File: src/rtl/uart_tx_fifo.sv
// 8N1 UART transmitter (LSB first, idle-high) fed by a valid/ready byte FIFO.
// The stop-bit exit pops straight into the next start bit, so queued frames go out back-to-back.
module uart_tx_fifo #(
    parameter int CLK_FREQ   = 12000000,
    parameter int BAUD       = 115200,
    parameter int FIFO_DEPTH = 16
) (
    input  logic                          clk,
    input  logic                          rst,
    input  logic [7:0]                    in_data,
    input  logic                          in_valid,
    output logic                          in_ready,
    output logic                          tx,
    output logic                          busy,
    output logic [$clog2(FIFO_DEPTH):0]   fifo_count
);

    localparam int CLKS_PER_BIT = CLK_FREQ / BAUD;
    localparam int PW = $clog2(FIFO_DEPTH);
    localparam int CW = PW + 1;
    localparam int BW = $clog2(CLKS_PER_BIT);
    localparam logic [BW-1:0] BAUD_LAST = BW'(CLKS_PER_BIT - 1);

    if (CLKS_PER_BIT < 2) begin : g_bad_baud
        $error("uart_tx_fifo: CLK_FREQ/BAUD must be at least 2");
    end
    if (FIFO_DEPTH < 2 || (FIFO_DEPTH & (FIFO_DEPTH - 1)) != 0) begin : g_bad_depth
        $error("uart_tx_fifo: FIFO_DEPTH must be a power of 2 and at least 2");
    end

    typedef enum logic [1:0] {S_IDLE, S_START, S_DATA, S_STOP} state_t;

    state_t          state, state_n;
    logic [7:0]      mem [FIFO_DEPTH];
    logic [PW-1:0]   wr_ptr, rd_ptr;
    logic [7:0]      shifter, shifter_n;
    logic [2:0]      bitidx, bitidx_n;
    logic [BW-1:0]   baud, baud_n;
    logic            tx_n;
    logic            push, pop, empty, full, baud_last;

    assign full      = (fifo_count == CW'(FIFO_DEPTH));
    assign empty     = (fifo_count == '0);
    assign in_ready  = !full;
    assign push      = in_valid && in_ready;
    assign busy      = (state != S_IDLE);
    assign baud_last = (baud == BAUD_LAST);

    always_comb begin
        state_n   = state;
        tx_n      = tx;
        shifter_n = shifter;
        bitidx_n  = bitidx;
        baud_n    = baud;
        pop       = 1'b0;
        case (state)
            S_IDLE: begin
                tx_n = 1'b1;
                if (!empty) begin
                    pop       = 1'b1;
                    shifter_n = mem[rd_ptr];
                    tx_n      = 1'b0;
                    baud_n    = '0;
                    state_n   = S_START;
                end
            end
            S_START: begin
                if (baud_last) begin
                    baud_n   = '0;
                    tx_n     = shifter[0];
                    bitidx_n = '0;
                    state_n  = S_DATA;
                end else begin
                    baud_n = baud + 1'b1;
                end
            end
            S_DATA: begin
                if (baud_last) begin
                    baud_n = '0;
                    if (bitidx == 3'd7) begin
                        tx_n    = 1'b1;
                        state_n = S_STOP;
                    end else begin
                        shifter_n = shifter >> 1;
                        tx_n      = shifter[1];
                        bitidx_n  = bitidx + 1'b1;
                    end
                end else begin
                    baud_n = baud + 1'b1;
                end
            end
            S_STOP: begin
                if (baud_last) begin
                    baud_n = '0;
                    if (!empty) begin
                        pop       = 1'b1;
                        shifter_n = mem[rd_ptr];
                        tx_n      = 1'b0;
                        state_n   = S_START;
                    end else begin
                        state_n = S_IDLE;
                    end
                end else begin
                    baud_n = baud + 1'b1;
                end
            end
            default: state_n = S_IDLE;
        endcase
    end

    always_ff @(posedge clk) begin
        if (rst) begin
            state      <= S_IDLE;
            tx         <= 1'b1;
            shifter    <= '0;
            bitidx     <= '0;
            baud       <= '0;
            wr_ptr     <= '0;
            rd_ptr     <= '0;
            fifo_count <= '0;
        end else begin
            state   <= state_n;
            tx      <= tx_n;
            shifter <= shifter_n;
            bitidx  <= bitidx_n;
            baud    <= baud_n;
            if (push) wr_ptr <= wr_ptr + 1'b1;
            if (pop)  rd_ptr <= rd_ptr + 1'b1;
            case ({push, pop})
                2'b10:   fifo_count <= fifo_count + 1'b1;
                2'b01:   fifo_count <= fifo_count - 1'b1;
                default: fifo_count <= fifo_count;
            endcase
        end
    end

    // Storage is not reset; clearing the pointers discards the contents.
    always_ff @(posedge clk) begin
        if (push) mem[wr_ptr] <= in_data;
    end

endmodule

File: config.mk
export PLATFORM = sky130hd
export DESIGN_NAME = uart_tx_fifo
export DESIGN_NICKNAME = d
export VERILOG_FILES = /design/src/rtl/uart_tx_fifo.sv
export SDC_FILE = /design/constraint.sdc
export NUM_CORES = 1
export LEC_CHECK = 0
export ABC_AREA = 1
export ABC_CLOCK_PERIOD_IN_PS = 2900
export BUFFER_PORTS_ARGS = -buffer_cell sky130_fd_sc_hd__buf_2
export CAP_MARGIN = 20
export CELL_PAD_IN_SITES_DETAIL_PLACEMENT = 1
export CELL_PAD_IN_SITES_GLOBAL_PLACEMENT = 1
export CORE_MARGIN = 10
export CORE_UTILIZATION = 52
export CTS_BUF_LIST = sky130_fd_sc_hd__clkbuf_8
export CTS_CLUSTER_DIAMETER = 150
export DETAILED_ROUTE_END_ITERATION = 7
export PLACE_DENSITY = 0.89
export SYNTH_ARGS = -nofsm -noshare
export SYNTH_HDL_FRONTEND = slang
export SYNTH_SLANG_ARGS = --single-unit
File: constraint.sdc
create_clock -name clk -period 2.9 [get_ports clk]
set_clock_uncertainty 0.05 [all_clocks]
set_input_delay 0.58 -clock clk [delete_from_list [all_inputs] [get_ports clk]]
set_output_delay 0.58 -clock clk [all_outputs]
set_load 0.005 [all_outputs]
==> parameters.txt <==
Parameter                              Value

Synth
  Mapped cell area ... 7113 µm²
  Fraction of synthesized area in multiplexers ... 0.001407
  Dominant cell by count in the synthesized netlist ... sky130_fd_sc_hd__nor2_1
  Count of flip-flops with a built-in enable after synthesis ... 128
  Proportion of register bits with asynchronous set or reset after synthesis ... 0
  Main combinational cell family by area after synthesis ... simple AND/OR/NAND/NOR gates
  Register bit count reported by yosys ... 166
  Compound-cell area share of the yosys netlist ... 0.1286
  Synth top area cells ... sky130_fd_sc_hd__edfxtp_1, sky130_fd_sc_hd__dfxtp_1, sky130_fd_sc_hd__nor2_1, sky130_fd_sc_hd__o21ai_0, sky130_fd_sc_hd__nand2_1
  Fraction of synthesized cell area taken by the top area cell type ... 0.5404
  Fraction of synthesized cell area in xor and xnor cells ... 0.006157
  Cell types with the highest counts after synthesis ... sky130_fd_sc_hd__nor2_1, sky130_fd_sc_hd__edfxtp_1, sky130_fd_sc_hd__o21ai_0, sky130_fd_sc_hd__nand2_1, sky130_fd_sc_hd__dfxtp_1
  Synth area leader ... sky130_fd_sc_hd__edfxtp_1
  Mean post-synth cell area ... 10.88 µm²
  Yosys warns ... 0
  Cells after synthesis ... 654
  Total nets after synthesis ... 681
  Adder-cell area share of the yosys netlist ... 0.02814
  Synth Area in Simple Gates ... 0.1476
  Synth cell types ... 40
  Share of synthesized area occupied by flip-flops and latches ... 0.6473
  Flip-flop cell with the highest count after synthesis ... sky130_fd_sc_hd__edfxtp_1

Global routing
  Wire length of the first global-routing pass ... 30.17 mm
  Vias in the first global route ... 5432
  Pin count of the biggest net entering global routing ... 35
  Antenna violations before repair ... 0
  Congestion Overflow GR ... 0
  Gr usage total ... 0.2114

Setup path
  Type of the worst setup path ... reg -> reg
  Reg2reg start ... state[1]
  Worst flop-to-flop path endpoint ... fifo_count[4]
  CP required ... 3.22 ns
  Nature of the critical path endpoint ... flop
  Critical Path Source Type ... flop
  Arrival time of data at the critical path endpoint ... 3.01 ns
  Worst reg-to-reg setup slack ... 0.20 ns
  Cell depth of the worst flop-to-flop path ... 19
  Highest net fanout along the worst path ... 6

Worst hold path
  Hold crit path type ... in -> reg
  Worst hold path endpoint ... wr_ptr[1]
  Depth of the worst hold-timing path ... 3
  Startpoint of the most critical hold path ... in_valid

Drt
  Post-detailed-route DRC marker count ... 0
  Post-DRT Antenna Nets ... 0
  Drt total wl ... 19.40 mm
  Detailed-routing iteration count for the pre-antenna-repair pass ... 5
  Average wire per standard cell ... 22.23 µm
  Detailed Route Iter0 Violations ... 474
  Via density per instance ... 6.026
  Via count ... 5261

Pwr
  Relative contribution of sequential cells to total power ... 0.410
  Portion of total power attributed to combinational logic ... 0.320
  P_sw ... 2.586 mW
  Worst VDD drop ... 0.0004406 V
  Pwr/cell area ... 886.6 nW/µm²
  Total internal power ... 4.419 mW
  Relative contribution of the clock network to total power ... 0.270
  Post-layout total power ... 7.005 mW
  Switching power as a share of total power ... 0.3692
  Static Leakage ... 2.814 nW

Clock network
  Clk sinks ... 166
  Clock transition at the registers of the reported paths ... 0.09 ns
  Clk buf depth ... 2
  Root buffer cell ... sky130_fd_sc_hd__clkbuf_8
  Worst skew pair latency ... 0.47 ns
  CTS tree ... built
  Buffers inserted during post-CTS setup optimization ... 0
  H-Tree Level Count ... 4
  Cts bufs inserted ... 17

Cells and area
  Ant diodes ... 0
  Finished Layout Cells ... 873
  Final Net Count ... 711
  Area Overhead vs Synth ... 11.08%
  Layout cells sized above 1 ... 0.1320
  Fill cell total of the finished layout ... 1455
  Area taken by multi-input logic gates ... 2221 µm²
  Sequential Area ... 4607 µm²

STA
  Count of endpoints failing setup in the final report ... 0
  Fraction of the cycle the final worst path needs ... 0.9303
  Slew at the pin with the worst max-slew slack ... 0.7507 ns
  Relative slew slack ... 0.4990
  Hold violation count in the final report ... 0
  Fin. max-slew vios ... 0
  Timing-limited maximum frequency ... 370.7 MHz
  Clock period minus final worst setup slack ... 2.698 ns

Run status
  Outcome ... finished, final reports clean

Die
  Initial core utilization ... 0.5350
  # IOs ... 19
  Core Box Area ... 13300 µm²
  Die span in x ... 137.0 µm
  DIE HEIGHT ... 137.0 µm
  Area of the die ... 18760 µm²
  Standard-cell rows ... 42

Placement
  Number of buffers added on ports ... 18
  HPWL after DPL ... 12.46 mm
  Routability Congestion ... 0.8088
  Instance count after placement with tap cells included ... 841

Job
  Total of max-cap violations ... 0
state kept, by name (all words and copies together) (netlist names), named ones only:
register and flops:
mem 128, shifter 8, baud 7, fifo_count 5, rd_ptr 4, wr_ptr 4, bitidx 3, state 2
tx 1
worst max-delay path, cell delays in order (launching register included):
cell                      delay (ns)
sky130_fd_sc_hd__dfxtp_1        0.39
sky130_fd_sc_hd__inv_1          0.13
sky130_fd_sc_hd__ha_1           0.32
sky130_fd_sc_hd__nor2_1         0.15
sky130_fd_sc_hd__nand2_2        0.08
sky130_fd_sc_hd__inv_2          0.09
sky130_fd_sc_hd__nand2_4        0.08
sky130_fd_sc_hd__inv_1          0.14
sky130_fd_sc_hd__ha_2           0.23
sky130_fd_sc_hd__xnor2_1        0.13
sky130_fd_sc_hd__inv_1          0.09
sky130_fd_sc_hd__ha_1           0.20
sky130_fd_sc_hd__inv_1          0.06
sky130_fd_sc_hd__nand2_1        0.08
sky130_fd_sc_hd__nand2_1        0.10
sky130_fd_sc_hd__nand2_1        0.06
sky130_fd_sc_hd__nand2_1        0.06
sky130_fd_sc_hd__nand3_1        0.06
sky130_fd_sc_hd__nand2_1        0.06
sky130_fd_sc_hd__inv_1          0.04
logic make-up after synthesis:
kind of cell    count (synthesis)
buf+inv                        69
simple gates                  241
xor+xnor                        5
fa+ha+maj                      16
flops                         166
mux                             1
compound gates                156
repair_timing:
item,in CTS,in global routing
endpoints found under the setup margin,0,2
resized for setup,0,2
hold buffers,0,0
per-stage QoR:
stage               hold slack [ns]  instance area (µm²)  utilization  worst slack (ns)   TNS [ns]
floorplan                    0.3937                 7113            -            0.5717          0
global placement             0.4045                 7453       0.5606            0.4248          0
detailed placement           0.4120                 7453       0.5606            0.1630          0
CTS                          0.3886                 7898       0.5940            0.1227          0
global route                 0.3992                 7901       0.5943         -0.005020  -0.005020
finish                       0.4070                 7901       0.5943            0.2022          0
area by class of cell:
class,instances,area share
Tap cell,176,0.02787
Multi-Input combinational cell,419,0.2811
Sequential cell,166,0.5831
Clock buffer,17,0.02961
Inverter,39,0.01853
Clock inverter,15,0.02660
Timing Repair Buffer,41,0.03325
cell usage in the layout, fill, tap and decap left out, drive strengths merged, types with 3 or more instances in the layout:
cell type    n
clkinv       7
o221ai      11
nand3       34
bufinv       5
buf         41
o22ai        8
clkinvlp     3
xor2         3
nand4        7
nand2       60
nor2       137
inv         39
dfxtp       38
ha          16
o211ai      17
o21ai       84
edfxtp     128
a21oi       30
clkbuf      17
worst max-delay path by stage:
stage / start / end / slack, ns
2_1_floorplan: state[0] / fifo_count[2] / 0.57
3_3_place_gp: state[0] / fifo_count[4] / 0.42
3_5_place_dp: state[0] / fifo_count[4] / 0.16
4_1_cts: state[0] / fifo_count[4] / 0.12
5_1_grt: state[1] / fifo_count[2] / -0.005
6_report: state[1] / fifo_count[4] / 0.20
power by group through the flow:
stage               logic (mW)  clock network [mW]  registers, mW
finish                    2.24                1.89           2.87
global route              2.47                1.99           2.89
CTS                       2.23                1.90           2.87
detailed placement        2.18                   0           2.92
global placement          1.99                   0           2.90
floorplan                 1.57                   0           2.87
layer usage:
metal  track usage  vias to the layer above  share of wire
li1              -                     2374              -
met1        0.2532                     2671           0.40
met2        0.3687                      182           0.52
met3       0.04142                       34          0.054
met4       0.07728                        0          0.019
met5             0                        -              0
Power figures use the tool's default switching activity.
